--- config.mk ---
export PLATFORM = sky130hd
export DESIGN_NAME = icebreaker_alu
export DESIGN_NICKNAME = d
export VERILOG_FILES = /design/src/rtl/icebreaker_alu_pkg.sv /design/src/rtl/icebreaker_alu_uart.sv /design/src/rtl/icebreaker_alu.sv
export SDC_FILE = /design/constraint.sdc
export NUM_CORES = 1
export LEC_CHECK = 0
export CORE_MARGIN = 3
export CORE_UTILIZATION = 65
export DETAILED_ROUTE_END_ITERATION = 6
export PLACE_DENSITY = 0.79
export SLEW_MARGIN = 20
export SYNTH_ARGS = -nofsm -noshare
export SYNTH_HDL_FRONTEND = slang
export SYNTH_SLANG_ARGS = --single-unit
--- constraint.sdc ---
create_clock -name clk -period 4.9 [get_ports clk]
set_input_delay 0.98 -clock clk [delete_from_list [all_inputs] [get_ports clk]]
set_output_delay 0.98 -clock clk [all_outputs]
set_load 0.1 [all_outputs]
--- src/rtl/icebreaker_alu_pkg.sv ---
// icebreaker_alu_pkg: shared opcodes, parser/UART state encodings and sizes.
// No ports; imported by icebreaker_alu and icebreaker_alu_uart.
package icebreaker_alu_pkg;

   localparam int HEADER_BYTES     = 4;
   localparam int PRESCALE_DEFAULT = 35;

   typedef enum logic [7:0] {
      OP_ADD  = 8'hA0,
      OP_MUL  = 8'hA1,
      OP_ECHO = 8'hEC
   } opcode_e;

   typedef enum logic [2:0] {
      ST_OPCODE,
      ST_RSVD,
      ST_LEN_LO,
      ST_LEN_HI,
      ST_PAYLOAD,
      ST_RESPOND
   } state_e;

   typedef enum logic [2:0] {
      RX_IDLE,
      RX_START,
      RX_DATA,
      RX_STOP,
      RX_WAIT_HIGH
   } rx_state_e;

endpackage

--- src/rtl/icebreaker_alu_uart.sv ---
// icebreaker_alu_uart: 8N1 UART RX/TX engines, bit period PRESCALE*8 clocks.
// Ports: clk, rst (sync, active-high), rxd/txd serial lines,
//   s_t* byte stream in (to TX), m_t* byte stream out (from RX),
//   tx_busy, rx_busy, rx_frame_error (one-cycle pulse on bad stop bit).
module icebreaker_alu_uart
   import icebreaker_alu_pkg::*;
#(
   parameter int PRESCALE   = PRESCALE_DEFAULT,
   parameter int DATA_WIDTH = 8
) (
   input  logic                  clk,
   input  logic                  rst,
   input  logic                  rxd,
   output logic                  txd,
   input  logic [DATA_WIDTH-1:0] s_tdata,
   input  logic                  s_tvalid,
   output logic                  s_tready,
   output logic [DATA_WIDTH-1:0] m_tdata,
   output logic                  m_tvalid,
   input  logic                  m_tready,
   output logic                  tx_busy,
   output logic                  rx_busy,
   output logic                  rx_frame_error
);

   localparam int BIT = PRESCALE * 8;
   localparam int CW  = $clog2(BIT);
   localparam int NW  = $clog2(DATA_WIDTH + 2);
   localparam logic [CW-1:0] BIT_M1  = CW'(BIT - 1);
   localparam logic [CW-1:0] HALF_M1 = CW'(BIT / 2 - 1);

   logic [1:0]            sync_q;
   rx_state_e             rx_st_q, rx_st_d;
   logic [CW-1:0]         rx_cnt_q, rx_cnt_d;
   logic [NW-1:0]         rx_bit_q, rx_bit_d;
   logic [DATA_WIDTH-1:0] rx_sh_q, rx_sh_d;
   logic [DATA_WIDTH-1:0] m_tdata_q, m_tdata_d;
   logic                  m_tvalid_q, m_tvalid_d;
   logic                  rx_ferr_q, rx_ferr_d;
   logic                  rxs, rx_tick;

   logic                  tx_busy_q, tx_busy_d;
   logic [CW-1:0]         tx_cnt_q, tx_cnt_d;
   logic [NW-1:0]         tx_bit_q, tx_bit_d;
   logic [DATA_WIDTH:0]   tx_sh_q, tx_sh_d;
   logic                  txd_q, txd_d;
   logic                  tx_end;

   assign rxs     = sync_q[1];
   assign rx_tick = (rx_cnt_q == '0);

   always_comb begin
      rx_st_d    = rx_st_q;
      rx_cnt_d   = rx_cnt_q;
      rx_bit_d   = rx_bit_q;
      rx_sh_d    = rx_sh_q;
      m_tdata_d  = m_tdata_q;
      m_tvalid_d = m_tvalid_q && !m_tready;
      rx_ferr_d  = 1'b0;
      if (!rx_tick) rx_cnt_d = rx_cnt_q - 1'b1;
      unique case (rx_st_q)
         RX_IDLE: begin
            if (!rxs) begin
               rx_st_d  = RX_START;
               rx_cnt_d = HALF_M1;
            end
         end
         RX_START: begin
            // Mid start bit: a glitch that went high again is ignored.
            if (rx_tick) begin
               if (rxs) begin
                  rx_st_d = RX_IDLE;
               end else begin
                  rx_st_d  = RX_DATA;
                  rx_cnt_d = BIT_M1;
                  rx_bit_d = '0;
               end
            end
         end
         RX_DATA: begin
            if (rx_tick) begin
               rx_sh_d  = {rxs, rx_sh_q[DATA_WIDTH-1:1]};
               rx_cnt_d = BIT_M1;
               if (rx_bit_q == NW'(DATA_WIDTH - 1)) rx_st_d = RX_STOP;
               else rx_bit_d = rx_bit_q + 1'b1;
            end
         end
         RX_STOP: begin
            if (rx_tick) begin
               if (rxs) begin
                  m_tdata_d  = rx_sh_q;
                  m_tvalid_d = 1'b1;
                  rx_st_d    = RX_IDLE;
               end else begin
                  rx_ferr_d = 1'b1;
                  rx_st_d   = RX_WAIT_HIGH;
               end
            end
         end
         RX_WAIT_HIGH: begin
            // A low stop bit must not be taken as the next start bit.
            if (rxs) rx_st_d = RX_IDLE;
         end
         default: rx_st_d = RX_IDLE;
      endcase
   end

   assign tx_end   = tx_busy_q && (tx_cnt_q == '0) && (tx_bit_q == '0);
   // Accepting on the last stop-bit clock keeps bytes back-to-back.
   assign s_tready = !tx_busy_q || tx_end;

   always_comb begin
      tx_busy_d = tx_busy_q;
      tx_cnt_d  = tx_cnt_q;
      tx_bit_d  = tx_bit_q;
      tx_sh_d   = tx_sh_q;
      txd_d     = txd_q;
      if (tx_busy_q) begin
         if (tx_cnt_q != '0) begin
            tx_cnt_d = tx_cnt_q - 1'b1;
         end else if (tx_bit_q != '0) begin
            txd_d    = tx_sh_q[0];
            tx_sh_d  = {1'b1, tx_sh_q[DATA_WIDTH:1]};
            tx_cnt_d = BIT_M1;
            tx_bit_d = tx_bit_q - 1'b1;
         end else begin
            tx_busy_d = 1'b0;
         end
      end
      if (s_tvalid && s_tready) begin
         tx_busy_d = 1'b1;
         txd_d     = 1'b0;
         tx_sh_d   = {1'b1, s_tdata};
         tx_cnt_d  = BIT_M1;
         tx_bit_d  = NW'(DATA_WIDTH + 1);
      end
   end

   always_ff @(posedge clk) begin
      if (rst) begin
         sync_q     <= 2'b11;
         rx_st_q    <= RX_IDLE;
         rx_cnt_q   <= '0;
         rx_bit_q   <= '0;
         rx_sh_q    <= '0;
         m_tdata_q  <= '0;
         m_tvalid_q <= 1'b0;
         rx_ferr_q  <= 1'b0;
         tx_busy_q  <= 1'b0;
         tx_cnt_q   <= '0;
         tx_bit_q   <= '0;
         tx_sh_q    <= '1;
         txd_q      <= 1'b1;
      end else begin
         sync_q     <= {sync_q[0], rxd};
         rx_st_q    <= rx_st_d;
         rx_cnt_q   <= rx_cnt_d;
         rx_bit_q   <= rx_bit_d;
         rx_sh_q    <= rx_sh_d;
         m_tdata_q  <= m_tdata_d;
         m_tvalid_q <= m_tvalid_d;
         rx_ferr_q  <= rx_ferr_d;
         tx_busy_q  <= tx_busy_d;
         tx_cnt_q   <= tx_cnt_d;
         tx_bit_q   <= tx_bit_d;
         tx_sh_q    <= tx_sh_d;
         txd_q      <= txd_d;
      end
   end

   assign txd            = txd_q;
   assign m_tdata        = m_tdata_q;
   assign m_tvalid       = m_tvalid_q;
   assign tx_busy        = tx_busy_q;
   assign rx_busy        = (rx_st_q != RX_IDLE);
   assign rx_frame_error = rx_ferr_q;

endmodule

--- src/rtl/icebreaker_alu.sv ---
// icebreaker_alu: UART packet parser with echo / 32-bit add / optional mul.
// Ports: clk, rst (sync, active-high), rxd (async serial in), txd.
// Macro ICEBREAKER_ALU_MUL_EN enables opcode 0xA1 (multiply).
module icebreaker_alu
   import icebreaker_alu_pkg::*;
#(
   parameter int PRESCALE   = PRESCALE_DEFAULT,
   parameter int DATA_WIDTH = 8
) (
   input  logic clk,
   input  logic rst,
   input  logic rxd,
   output logic txd
);

   logic [DATA_WIDTH-1:0] rx_tdata, tx_tdata;
   logic                  rx_tvalid, tx_tvalid, tx_tready;
   logic                  tx_busy;
   logic                  unused_rx_busy, unused_rx_ferr;
   logic [7:0]            rx_byte, tx_byte;

   icebreaker_alu_uart #(
      .PRESCALE  (PRESCALE),
      .DATA_WIDTH(DATA_WIDTH)
   ) u_uart (
      .clk           (clk),
      .rst           (rst),
      .rxd           (rxd),
      .txd           (txd),
      .s_tdata       (tx_tdata),
      .s_tvalid      (tx_tvalid),
      .s_tready      (tx_tready),
      .m_tdata       (rx_tdata),
      .m_tvalid      (rx_tvalid),
      .m_tready      (1'b1),
      .tx_busy       (tx_busy),
      .rx_busy       (unused_rx_busy),
      .rx_frame_error(unused_rx_ferr)
   );

   state_e      st_q, st_d;
   logic [7:0]  op_q, op_d;
   logic [7:0]  len_lo_q, len_lo_d;
   logic [15:0] len_q, len_d;
   logic [15:0] cnt_q, cnt_d;
   logic [31:0] acc_q, acc_d;
   logic [23:0] word_q, word_d;
   logic        have_q, have_d;
   logic [7:0]  hold_q, hold_d;
   logic        hold_v_q, hold_v_d;
   logic [2:0]  idx_q, idx_d;

   logic        arith, is_echo, last;
   logic [15:0] cnt_nx;
   logic [31:0] opnd, comb_val;

   assign rx_byte = 8'(rx_tdata);
   assign is_echo = (op_q == OP_ECHO);
   assign cnt_nx  = cnt_q + 16'd1;
   assign last    = (cnt_nx == len_q);
   assign opnd    = {rx_byte, word_q};

`ifdef ICEBREAKER_ALU_MUL_EN
   assign arith    = (op_q == OP_ADD) || (op_q == OP_MUL);
   assign comb_val = (op_q == OP_MUL) ? acc_q * opnd : acc_q + opnd;
`else
   assign arith    = (op_q == OP_ADD);
   assign comb_val = acc_q + opnd;
`endif

   // Echo data has priority; it never overlaps a result in practice.
   assign tx_tvalid = hold_v_q || ((st_q == ST_RESPOND) && !idx_q[2]);
   assign tx_byte   = hold_v_q ? hold_q : acc_q[{idx_q[1:0], 3'b000} +: 8];
   assign tx_tdata  = DATA_WIDTH'(tx_byte);

   always_comb begin
      st_d     = st_q;
      op_d     = op_q;
      len_lo_d = len_lo_q;
      len_d    = len_q;
      cnt_d    = cnt_q;
      acc_d    = acc_q;
      word_d   = word_q;
      have_d   = have_q;
      hold_d   = hold_q;
      hold_v_d = hold_v_q;
      idx_d    = idx_q;
      if (tx_tvalid && tx_tready) begin
         if (hold_v_q) hold_v_d = 1'b0;
         else idx_d = idx_q + 3'd1;
      end
      unique case (st_q)
         ST_OPCODE: begin
            if (rx_tvalid) begin
               op_d   = rx_byte;
               cnt_d  = 16'd1;
               acc_d  = '0;
               have_d = 1'b0;
               idx_d  = '0;
               st_d   = ST_RSVD;
            end
         end
         ST_RSVD: begin
            if (rx_tvalid) begin
               cnt_d = 16'd2;
               st_d  = ST_LEN_LO;
            end
         end
         ST_LEN_LO: begin
            if (rx_tvalid) begin
               len_lo_d = rx_byte;
               cnt_d    = 16'd3;
               st_d     = ST_LEN_HI;
            end
         end
         ST_LEN_HI: begin
            if (rx_tvalid) begin
               len_d = {rx_byte, len_lo_q};
               cnt_d = 16'(HEADER_BYTES);
               if ({rx_byte, len_lo_q} <= 16'(HEADER_BYTES))
                  st_d = arith ? ST_RESPOND : ST_OPCODE;
               else
                  st_d = ST_PAYLOAD;
            end
         end
         ST_PAYLOAD: begin
            if (rx_tvalid) begin
               cnt_d = cnt_nx;
               if (is_echo && !hold_v_q) begin
                  hold_d   = rx_byte;
                  hold_v_d = 1'b1;
               end
               if (arith) begin
                  word_d = {rx_byte, word_q[23:8]};
                  // Payload starts at byte 4, so low bits give word lane.
                  if (cnt_q[1:0] == 2'd3) begin
                     acc_d  = have_q ? comb_val : opnd;
                     have_d = 1'b1;
                  end
               end
               if (last) st_d = arith ? ST_RESPOND : ST_OPCODE;
            end
         end
         ST_RESPOND: begin
            // Hold off new packets until the last stop bit is out.
            if (idx_q[2] && !tx_busy) st_d = ST_OPCODE;
         end
         default: st_d = ST_OPCODE;
      endcase
   end

   always_ff @(posedge clk) begin
      if (rst) begin
         st_q     <= ST_OPCODE;
         op_q     <= '0;
         len_lo_q <= '0;
         len_q    <= '0;
         cnt_q    <= '0;
         acc_q    <= '0;
         word_q   <= '0;
         have_q   <= 1'b0;
         hold_q   <= '0;
         hold_v_q <= 1'b0;
         idx_q    <= '0;
      end else begin
         st_q     <= st_d;
         op_q     <= op_d;
         len_lo_q <= len_lo_d;
         len_q    <= len_d;
         cnt_q    <= cnt_d;
         acc_q    <= acc_d;
         word_q   <= word_d;
         have_q   <= have_d;
         hold_q   <= hold_d;
         hold_v_q <= hold_v_d;
         idx_q    <= idx_d;
      end
   end

endmodule

# After elaboration in Yosys (flattened, before gate mapping)
# Cells that the tools add are included.
dict set report totals {
  reg_bits 178
  input_bits 3
  out_inout_bits 1
  elab_cells 189
}
dict set report classes {
  n_addsub 7
  order_cmp 1
  eq_ne 32
  shift 1
  mux 77
  bitwise 3
  reduce_logical 43
}
# op n
set op_table {}
lappend op_table {{$mux 32} 5}
lappend op_table {{$mux 9} 9}
lappend op_table {{$mux 16} 5}
lappend op_table {{$pmux 16 s5} 1}
lappend op_table {{$pmux 32 s2} 1}
lappend op_table {{$mux 3} 20}
lappend op_table {{$mux 8} 5}
lappend op_table {{$add 32x32->32} 1}
lappend op_table {{$mux 4} 8}
lappend op_table {{$shiftx 32x6->8} 1}
lappend op_table {{$pmux 9 s3} 1}
lappend op_table {{$ne 2x1->1 const B} 11}
lappend op_table {{$logic_not 9->1} 2}
lappend op_table {{$pmux 3 s6} 1}
lappend op_table {{$sub 9x1->9 const B} 2}
lappend op_table {{$mux 1} 17}
lappend op_table {{$add 16x1->16 const B} 1}
lappend op_table {{$eq 16x16->1} 1}
lappend op_table {{$eq 8x8->1 const B} 2}
lappend op_table {{$le 16x3->1 const B} 1}
lappend op_table {{$pmux 3 s5} 1}
lappend op_table {{$reduce_and 3->1} 5}
lappend op_table {{$ne 2x2->1 const B} 7}
lappend op_table {{$eq 3x2->1 const B} 4}
lappend op_table {{27 further kinds} 52}

# Depth between registers and ports, before layout
dict set report depth {
  depth_word 9
  ltp_mapped 12
  mapped_depth_nobuf 11
}

# By module
# From an unflattened synthesis, not the netlist that was laid out.
dict set report unflattened {
  hier_cells 1234
  area_unflattened_um2 9974.6
}
# mod n_inst cells_each area_per_inst_um2 seq_area_each_um2
set modules_own_cells {}
lappend modules_own_cells {icebreaker_alu 1 905 7186.9 2402.3}
lappend modules_own_cells {icebreaker_alu_uart 1 329 2787.7 1181.1}

# Worst setup path before layout
# OpenSTA, ideal clock, no wires.
dict set report synth_timing {
  kind {register to register}
  start {register acc_q[0]}
  end {register acc_q[30]}
  setup_time_ns 0.120
  arrival_ns 2.715
  required_time_ns 4.780
  slack_ns 2.065
  path_stages_with_launch 12
  path_buffers 0
  synth_period_minus_slack_ns 2.835
  path_cell_list {dfxtp_1 > ha_1 > fa_1 > a21o_1 > a21o_1 > a211oi_1 > o21ai_1 > a31oi_2 > o211ai_1 > a21oi_1 > o21ai_0 > a211o_1}
}
dict set report synth_between {
  elab_chain_len 6
}
# item line_no
set synth_lines {}
lappend synth_lines {{start, declared} icebreaker_alu.sv:46} ;# logic [31:0] acc_q, acc_d;
lappend synth_lines {{start signal, assigned} icebreaker_alu.sv:159} ;# acc_q <= '0;
lappend synth_lines {{start signal, assigned} icebreaker_alu.sv:171} ;# acc_q <= acc_d;
lappend synth_lines {{$add 32x32->32} icebreaker_alu.sv:68} ;# assign comb_val = acc_q + opnd;
lappend synth_lines {{$mux 32} icebreaker_alu.sv:137} ;# acc_d = have_q ? comb_val : opnd;
lappend synth_lines {{$mux 32} icebreaker_alu.sv:136} ;# if (cnt_q[1:0] == 2'd3) begin
lappend synth_lines {{$mux 32} icebreaker_alu.sv:133} ;# if (arith) begin
lappend synth_lines {{$mux 32} icebreaker_alu.sv:127} ;# if (rx_tvalid) begin
lappend synth_lines {{$pmux 32 s2} icebreaker_alu.sv:92} ;# unique case (st_q)
# No other way between the ends. The select of a mux whose other input is x is not followed.
# A chain may end at the register's enable or synchronous reset.

# Final worst setup path
dict set report layout_timing {
  start {register st_q[2]}
  end {register acc_q[28]}
}
dict set report layout_between {
  elab_chain_len 3
  word_cells_on_any_way 9
  cone_classes {eq/ne: 5; mux: 1; reduce/logical: 3}
}
# item line_no
set layout_lines {}
lappend layout_lines {{start, declared} icebreaker_alu.sv:41} ;# state_e st_q, st_d;
lappend layout_lines {{start signal, assigned} icebreaker_alu.sv:166} ;# st_q <= st_d;
lappend layout_lines {{$eq 3x3->1 or $logic_not 3->1 (tied branches)} icebreaker_alu.sv:92}
lappend layout_lines {{$ne 2x2->1 (no source line) (tied with other cells)} n/a}
lappend layout_lines {{$reduce_and 5->1 (no source line)} n/a}
# Several ways; a longest one is shown, not always the timed one.

==> results_dict.tcl <==
set metrics [dict create \
    status "completed" \
    crit_start "st_q[2]$_SDFFE_PP0P_" \
    antenna_found_initial 0 \
    async_reset_ff_share_pct 0 \
    cts.clk_slew.worst_paths_ps 70 \
    maxCapViolations 0 \
    arrival_ps 3870 \
    place_hpwl_um 15100 \
    syn_nets 1201 \
    power_leakage_nw 3.91 \
    start_util_pct 68.1 \
    grt_pass1_vias 7533 \
    slew_viol_final 0 \
    ys_types 78 \
    crit_type "register to register" \
    crit_path_end "acc_q[28]$_SDFFE_PP0P_" \
    final-instance-count-excl-fill 1311 \
    diodes 0 \
    pin_count 4 \
    final_common_cell "dfxtp_1" \
    postRouteAntennaNets 0 \
    vdd_drop_max_mv 0.305 \
    dieArea_sq_um 16400 \
    setup-tns-final_ps 0 \
    cts_num_sinks 178 \
    crit_required_ps 5270 \
    dp.cells 1279 \
    crit_path_end_kind "register" \
    syn_inst 1158 \
    r2r_slack_ps 1400 \
    yosysTopAreaCell "dfxtp_1" \
    finClkSkew_ps 10.2 \
    rsz0062_at_grt "false" \
    rr_endpoint "acc_q[28]$_SDFFE_PP0P_" \
    drive_gt1_share_pct 7.78 \
    avgSynthCellArea_sq_um 8.35 \
    max_clock_freq_ghz 0.286 \
    cts_setup_buffers 0 \
    start_kind "register" \
    clock_latency_ps 430 \
    yosysSeqAreaShare_pct 36.8 \
    root_buffer "clkbuf_16" \
    reg2regPathDepth 7 \
    crit_fanout 26 \
    yosys_warnings 0 \
    worst_r2r_startpoint "st_q[2]$_SDFFE_PP0P_" \
    synth_edf_count 0 \
    die_w_um 128 \
    drt-total-wl_um 22900 \
    cts_htree_levels 4 \
    layout_common_cells "dfxtp_1 (178), nand2_1 (159), nor2_1 (134)" \
    min_period_ps 3500 \
    clock_path_buffers 2 \
    cts_tree "yes" \
    synth-seq-cells 178 \
    place_congestion 0.914 \
    worstMarginPinSlew_ps 1040 \
    synthesis.area_sq_um 9670 \
    avgViaCountPerCell 6.28 \
    fp-row-count 43 \
    hold_viol_final 0 \
    nNetsFinal 1161 \
    cts_resized 0 \
    port_buffers 3 \
    max_slew_margin_pct 30.2 \
    wire_per_inst_um 17.4 \
    die_y_um 128 \
    cts_made_buffers 17 \
    drc 0 \
    ys.flop_type "dfxtp_1" \
    drtIter0Drc 843 \
    fin_total_pwr_w 0.00315 \
    area_delta_synth_final_pct 6.30 \
    drt_pass1_iterations 5 \
    grt_overflow_total 0 \
    grt_max_degree 95 \
    synth_top_area_share_pct 36.8 \
    synthTopCellsByArea "dfxtp_1 (37%), nand2_1 (6.2%), a21oi_1 (5.9%), nor2_1 (5.2%), ha_1 (5.0%)" \
    grt_pass1_wl_um 38000 \
    hp-class "register to register" \
    setup_viol 0 \
    grt_usage_pct 28.6 \
    cts_hold_buf 0 \
    fin_crit_sh_pct 71.5 \
    coreArea_sq_um 14200 \
    via_count 8234 \
    p_per_area_nw_per_um2 306 \
]
## flip-flops by register name, summed over array words and instances (netlist names), 2 cells and up
register / flops
hold_q: 8
st_q: 3
u_uart.tx_cnt_q: 9
idx_q: 3
cnt_q: 16
u_uart.tx_bit_q: 4
u_uart.sync_q: 2
op_q: 8
acc_q: 32
u_uart.rx_bit_q: 4
u_uart.rx_cnt_q: 9
len_q: 16
len_lo_q: 8
u_uart.tx_sh_q: 8
u_uart.m_tdata: 8
word_q: 24
u_uart.rx_st_q: 3
u_uart.rx_sh_q: 8
## worst min-delay path by stage
stage / from / end / slack [ps] / depth (start not counted)
floorplan: u_uart.sync_q[0]$_SDFF_PP1_ / u_uart.sync_q[1]$_SDFF_PP1_ / 390 / 1
detailed placement: u_uart.sync_q[0]$_SDFF_PP1_ / u_uart.sync_q[1]$_SDFF_PP1_ / 410 / 1
global placement: u_uart.sync_q[0]$_SDFF_PP1_ / u_uart.sync_q[1]$_SDFF_PP1_ / 420 / 1
finish: u_uart.sync_q[0]$_SDFF_PP1_ / u_uart.sync_q[1]$_SDFF_PP1_ / 440 / 1
CTS: u_uart.sync_q[0]$_SDFF_PP1_ / u_uart.sync_q[1]$_SDFF_PP1_ / 440 / 1
global route: u_uart.sync_q[0]$_SDFF_PP1_ / u_uart.sync_q[1]$_SDFF_PP1_ / 460 / 1
## worst max-delay path, stage by stage, from the launching register on
cell and delay, ps:
dfxtp_1 610, and2_1 250, nand2_1 410, nor2_4 700, and3_1 410, nand2b_1 380, or4b_1 610, nand3_1 80
## per-stage QoR
| step | utilization, % | hold WS [ps] | area [sq um] | setup WS (ps) |
|---|---|---|---|---|
| after global placement | 68.0 | 419 | 9660 | 1560 |
| after CTS | 72.4 | 439 | 10300 | 1450 |
| after detailed placement | 68.0 | 407 | 9660 | 1460 |
| final | 72.4 | 438 | 10300 | 1400 |
| after floorplan | - | 389 | 9670 | 2070 |
| after global routing | 72.4 | 458 | 10300 | 1120 |
## power by group
part / switching (W) / internal, W
Combinational: 0.000133 / 0.0000886
Clock: 0.000585 / 0.000847
Sequential: 0.0000244 / 0.00147
Total: 0.000743 / 0.00241
## final cells by class
type / count / area [sq um]
tap: 180 / 225
fill: 1124 / 3920
timing repair buffer: 9 / 85.1
sequential: 178 / 3560
inverter: 22 / 82.6
clock inverter: 11 / 151
clock buffer: 21 / 470
multi-input combinational: 890 / 5710
## synthesized netlist by cell type (21+ instances only)
cell type / n
dfxtp_1: 178
xnor2_1: 42
nor3_1: 21
o22ai_1: 21
nand3_1: 22
o21ai_0: 29
a22oi_1: 39
clkbuf_1: 52
inv_1: 21
ha_1: 39
nand2_1: 159
nor2_1: 134
xor2_1: 23
a21oi_1: 114
mux2i_1: 36
## logic make-up after synthesis
group,share of synthesized area (%)
AOI/OAI and AO/OA,20.0
xor gates and xnor gates,5.88
adders and majority gates,5.25
buffers and inverters,4.24
DFF,36.8
muxes,7.68
and+or+nand+nor,20.1
## metal layers
metal  up-vias  global-route usage (%)  routed length [um]
met4         0                    8.55                 512
met5         -                       0                   0
met3        43                    5.75                1620
met2       274                    44.3               10300
met1      3857                    40.4               10500
li1       4060                       -                   -
Power figures use the tool's default switching activity.
==> edit 1, RTL diff (config.mk and constraints unchanged) <==
Add a define of `ICEBREAKER_ALU_MUL_EN`.
--- a/src/rtl/icebreaker_alu.sv
+++ b/src/rtl/icebreaker_alu.sv
@@ -2,4 +2,6 @@
 // Ports: clk, rst (sync, active-high), rxd (async serial in), txd.
 // Macro ICEBREAKER_ALU_MUL_EN enables opcode 0xA1 (multiply).
+`define ICEBREAKER_ALU_MUL_EN
+
 module icebreaker_alu
    import icebreaker_alu_pkg::*;
Behaviour: same outputs for any inputs over 10 cycles, from zero or initial values and one cycle with rst high; that may be too few to reach the edited logic, so the function may still have changed.
==> edit 1 against the unedited design <==
- the flow now finishes with violations (negative setup slack)
- routed wire length grew to 3.6 times the old value
- die area rose to 2.6 times the old value
- final area grew to 2.9 times the old value
- synthesized cell count increased to 2.6 times the old value
- total power rose by 3.2%
- non-clock buffer count is 326 higher
- global-route usage is 12 points higher
- sequential cell count is the same
- clock power increased by 3%
- area after synthesis increased to 2.7 times the old value
- count of clock-buffer cells in the layout is 4 lower
- setup slack worse by 3700 ps
==> edit 1: results (changes against the unedited design) <==
metric;value;unit;change
totalWireLength;82900;um;was 22900 um
p_switching;0.966;mW;was 0.743 mW
grt_use_total;40.1;%;was 28.6%
cellLeakagePower;13.9;nW;was 3.91 nW
synth_mux_area_share;1.91;%;was 7.68%
drive_gt1_share;17.6;%;was 7.78%
first_pass_iters;6;;was 5
place_congestion;1.04;;was 0.914
ff2ff_path_depth;23;;was 7
fin_nets;3768;;was 1161
synth-xor-area-share;4.49;%;was 5.88%
dpl_cell_area;28400;sq um;was 9660 sq um
syn2layout_area_growth;17.3;%;was 6.30%
status;complete, but fails checks;;was finished clean
synth_fa_ha_area_share;39.8;%;was 5.25%
crit_fanout;5;;was 26
dpl_worst_slack;-2590;ps;was 1460 ps
violations;negative setup slack;;
nFillCells;2621;;was 1124
clk_latency;460;ps;was 430 ps
fin_ws;-2300;ps;was 1400 ps
dp_cells;3674;;was 1279
cpPeakStageDelay;550;ps;was 700 ps
crit_family;adder cells;;was simple AND/OR/NAND/NOR gates
synth-compound-area-share;10.5;%;was 20.0%
drt-initial-drc-count;2488;;was 843
avgSynthCellArea;8.50;sq um;was 8.35 sq um
dp_hpwl;64000;um;was 15100 um
yosysSeqAreaShare;13.9;%;was 36.8%
synth_cell_types;76;;was 78
finalSetupViolCount;25;;was 0
regToRegEndpoint;acc_q[25];;was acc_q[28]
grt_pass1_vias;23500;;was 7533
edit 1: cell count changes in the layout (fill, tap and decap cells not counted), sizes merged, moves of 47 or more:
cell,delta
a21oi,+56
and2,+300
buf,+326
fa,+408
ha,+122
inv,+393
nand2,+286
xnor2,+47
edit 1: power by group through the flow:
stage          clock network (mW)  logic, mW  registers [mW]
2_1_floorplan                   0      0.226            1.52
3_3_place_gp                    0      0.256            1.53
3_5_place_dp                    0      0.273            1.53
4_1_cts                      1.48      0.273            1.49
5_1_grt                      1.53      0.305            1.50
6_report                     1.48      0.276            1.49
edit 1: what timing repair did:
action | in CTS | in global routing
setup endpoints to repair | 25 | 26
buffers inserted | 16 | 9
cloned | 0 | 0
gates resized for setup | 144 | 59
pin swaps | 76 | 52
edit 1: routing by layer:
layer	GRT usage, %	vias to the layer above	wire, um	part of all wire (%)
li1	-	9923	-	-
met1	52.2	11300	30400	37
met2	62.9	1355	37700	45
met3	9.14	361	8810	11
met4	21.5	0	6030	7.3
met5	0	-	0	0
edit 1: worst max-delay path by stage:
stage,slack [ps],end,cells after the start,start
after floorplan,-1970,acc_q[25],25,word_q[5]
after global placement,-2560,acc_q[31],23,word_q[7]
after detailed placement,-2590,acc_q[31],23,word_q[9]
after CTS,-2150,acc_q[31],23,acc_q[12]
after global routing,-2420,acc_q[25],23,acc_q[12]
final,-2300,acc_q[25],23,acc_q[12]
edit 1: final cells by class:
type,count,share of cell area (%)
repair buffers,335,9.38
clock buffers,17,1.41
multi-input cells,2255,69.3
flip-flops and latches,178,12.0
diodes,1,0.00831
clock inverters,15,0.661
inverters,408,5.10
well taps,518,2.15
==> edit 2, RTL diff (same settings) <==
Made on the original files. Put a register stage on the output `txd`, with the module's reset. The value now appears one clock later.
--- a/src/rtl/icebreaker_alu.sv
+++ b/src/rtl/icebreaker_alu.sv
@@ -14,4 +14,6 @@
 );
 
+   logic txd_c;
+
    logic [DATA_WIDTH-1:0] rx_tdata, tx_tdata;
    logic                  rx_tvalid, tx_tvalid, tx_tready;
@@ -27,5 +29,5 @@
       .rst           (rst),
       .rxd           (rxd),
-      .txd           (txd),
+      .txd           (txd_c),
       .s_tdata       (tx_tdata),
       .s_tvalid      (tx_tvalid),
@@ -178,4 +180,12 @@
    end
 
+   always_ff @(posedge clk) begin
+      if (rst) begin
+         txd <= '0;
+      end else begin
+         txd <= txd_c;
+      end
+   end
+
 endmodule
 
Formal check against the unedited RTL: not equivalent (Yosys sat finds a counterexample within 4 cycles, from zero or initial values and one cycle with rst high).
==> edit 2 against the unedited design <==
- area after synthesis is 0.81% higher
- final cell count is 3.4% higher
- setup slack better by 81 ps
- critical path depth is 2 higher
- total power is 5.6% lower
- sequential share of layout area is 0.10 points higher
- non-clock buffer count stayed put
- utilization is 1.7 points lower
- routed wire length is 1.6% higher
- synthesized cell count is 4.3% higher
- sequential cell count is 1 higher
- final area is 0.27% higher
- worst hold slack worse by 23 ps
- critical endpoint is now acc_q[26]
==> edit 2: results (changes against the unedited design) <==
metric;value;unit;change
status;finished clean;;unchanged
ir_drop;0.294;mV;was 0.305 mV
yosysSeqAreaShare;36.7;%;was 36.8%
syn_nets;1251;;was 1201
grt_start_max_net_pins;155;;was 95
grt_pass1_vias;8017;;was 7533
vias;8628;;was 8234
dpl_worst_slack;1630;ps;was 1460 ps
place_congestion;0.946;;was 0.914
dp_hpwl;15600;um;was 15100 um
totalWireLength;23200;um;was 22900 um
synth-xor-area-share;4.76;%;was 5.88%
first_pass_iters;7;;was 5
crit_arrival;3800;ps;was 3870 ps
synth_cell_types;79;;was 78
netlist_top_cells_count;185 x nand2_1, 179 x dfxtp_1, 131 x a21oi_1, 122 x nor2_1, 65 x clkbuf_1;;was 178 x dfxtp_1, 159 x nand2_1, 134 x nor2_1, 114 x a21oi_1, 52 x clkbuf_1
final_cells;1355;;was 1311
grt_pass1_wl;38900;um;was 38000 um
internal-power;2.25;mW;was 2.41 mW
dpl_cell_area;9770;sq um;was 9660 sq um
clock_power_share;42.2;%;was 45.5%
cpPeakStageDelay;620;ps;was 700 ps
p_switching;0.728;mW;was 0.743 mW
synth-compound-area-share;22.1;%;was 20.0%
grt_use_total;28.7;%;was 28.6%
cp_slowest_cell;dfxtp_1;;was nor2_4
tightest_slew;1110;ps;was 1040 ps
[edit 2: worst paths after layout]
check                           to  slack [ps]  cells past startpoint        startpoint
setup reg to reg         acc_q[26]        1480                      9           st_q[2]
hold reg to reg   u_uart.sync_q[1]         410                      1  u_uart.sync_q[0]
setup / recovery         acc_q[26]        1480                      9           st_q[2]
hold / removal    u_uart.sync_q[1]         410                      1  u_uart.sync_q[0]
[edit 2: final cells by class]
| class | count | area share [%] |
|---|---|---|
| multi-input combinational | 930 | 56.2 |
| sequential | 179 | 34.8 |
| clock buffer | 22 | 4.50 |
| tap | 184 | 2.23 |
| timing repair buffer | 9 | 0.825 |
| inverter | 21 | 0.764 |
| clock inverter | 10 | 0.728 |
[edit 2: per-layer routing]
metal | up-vias | part of all wire (%) | GRT usage [%]
met2 | 269 | 45 | 45.1
li1 | 4246 | - | -
met4 | 0 | 2.7 | 10.4
met5 | - | 0 | 0
met3 | 63 | 6.0 | 5.94
met1 | 4050 | 46 | 39.5
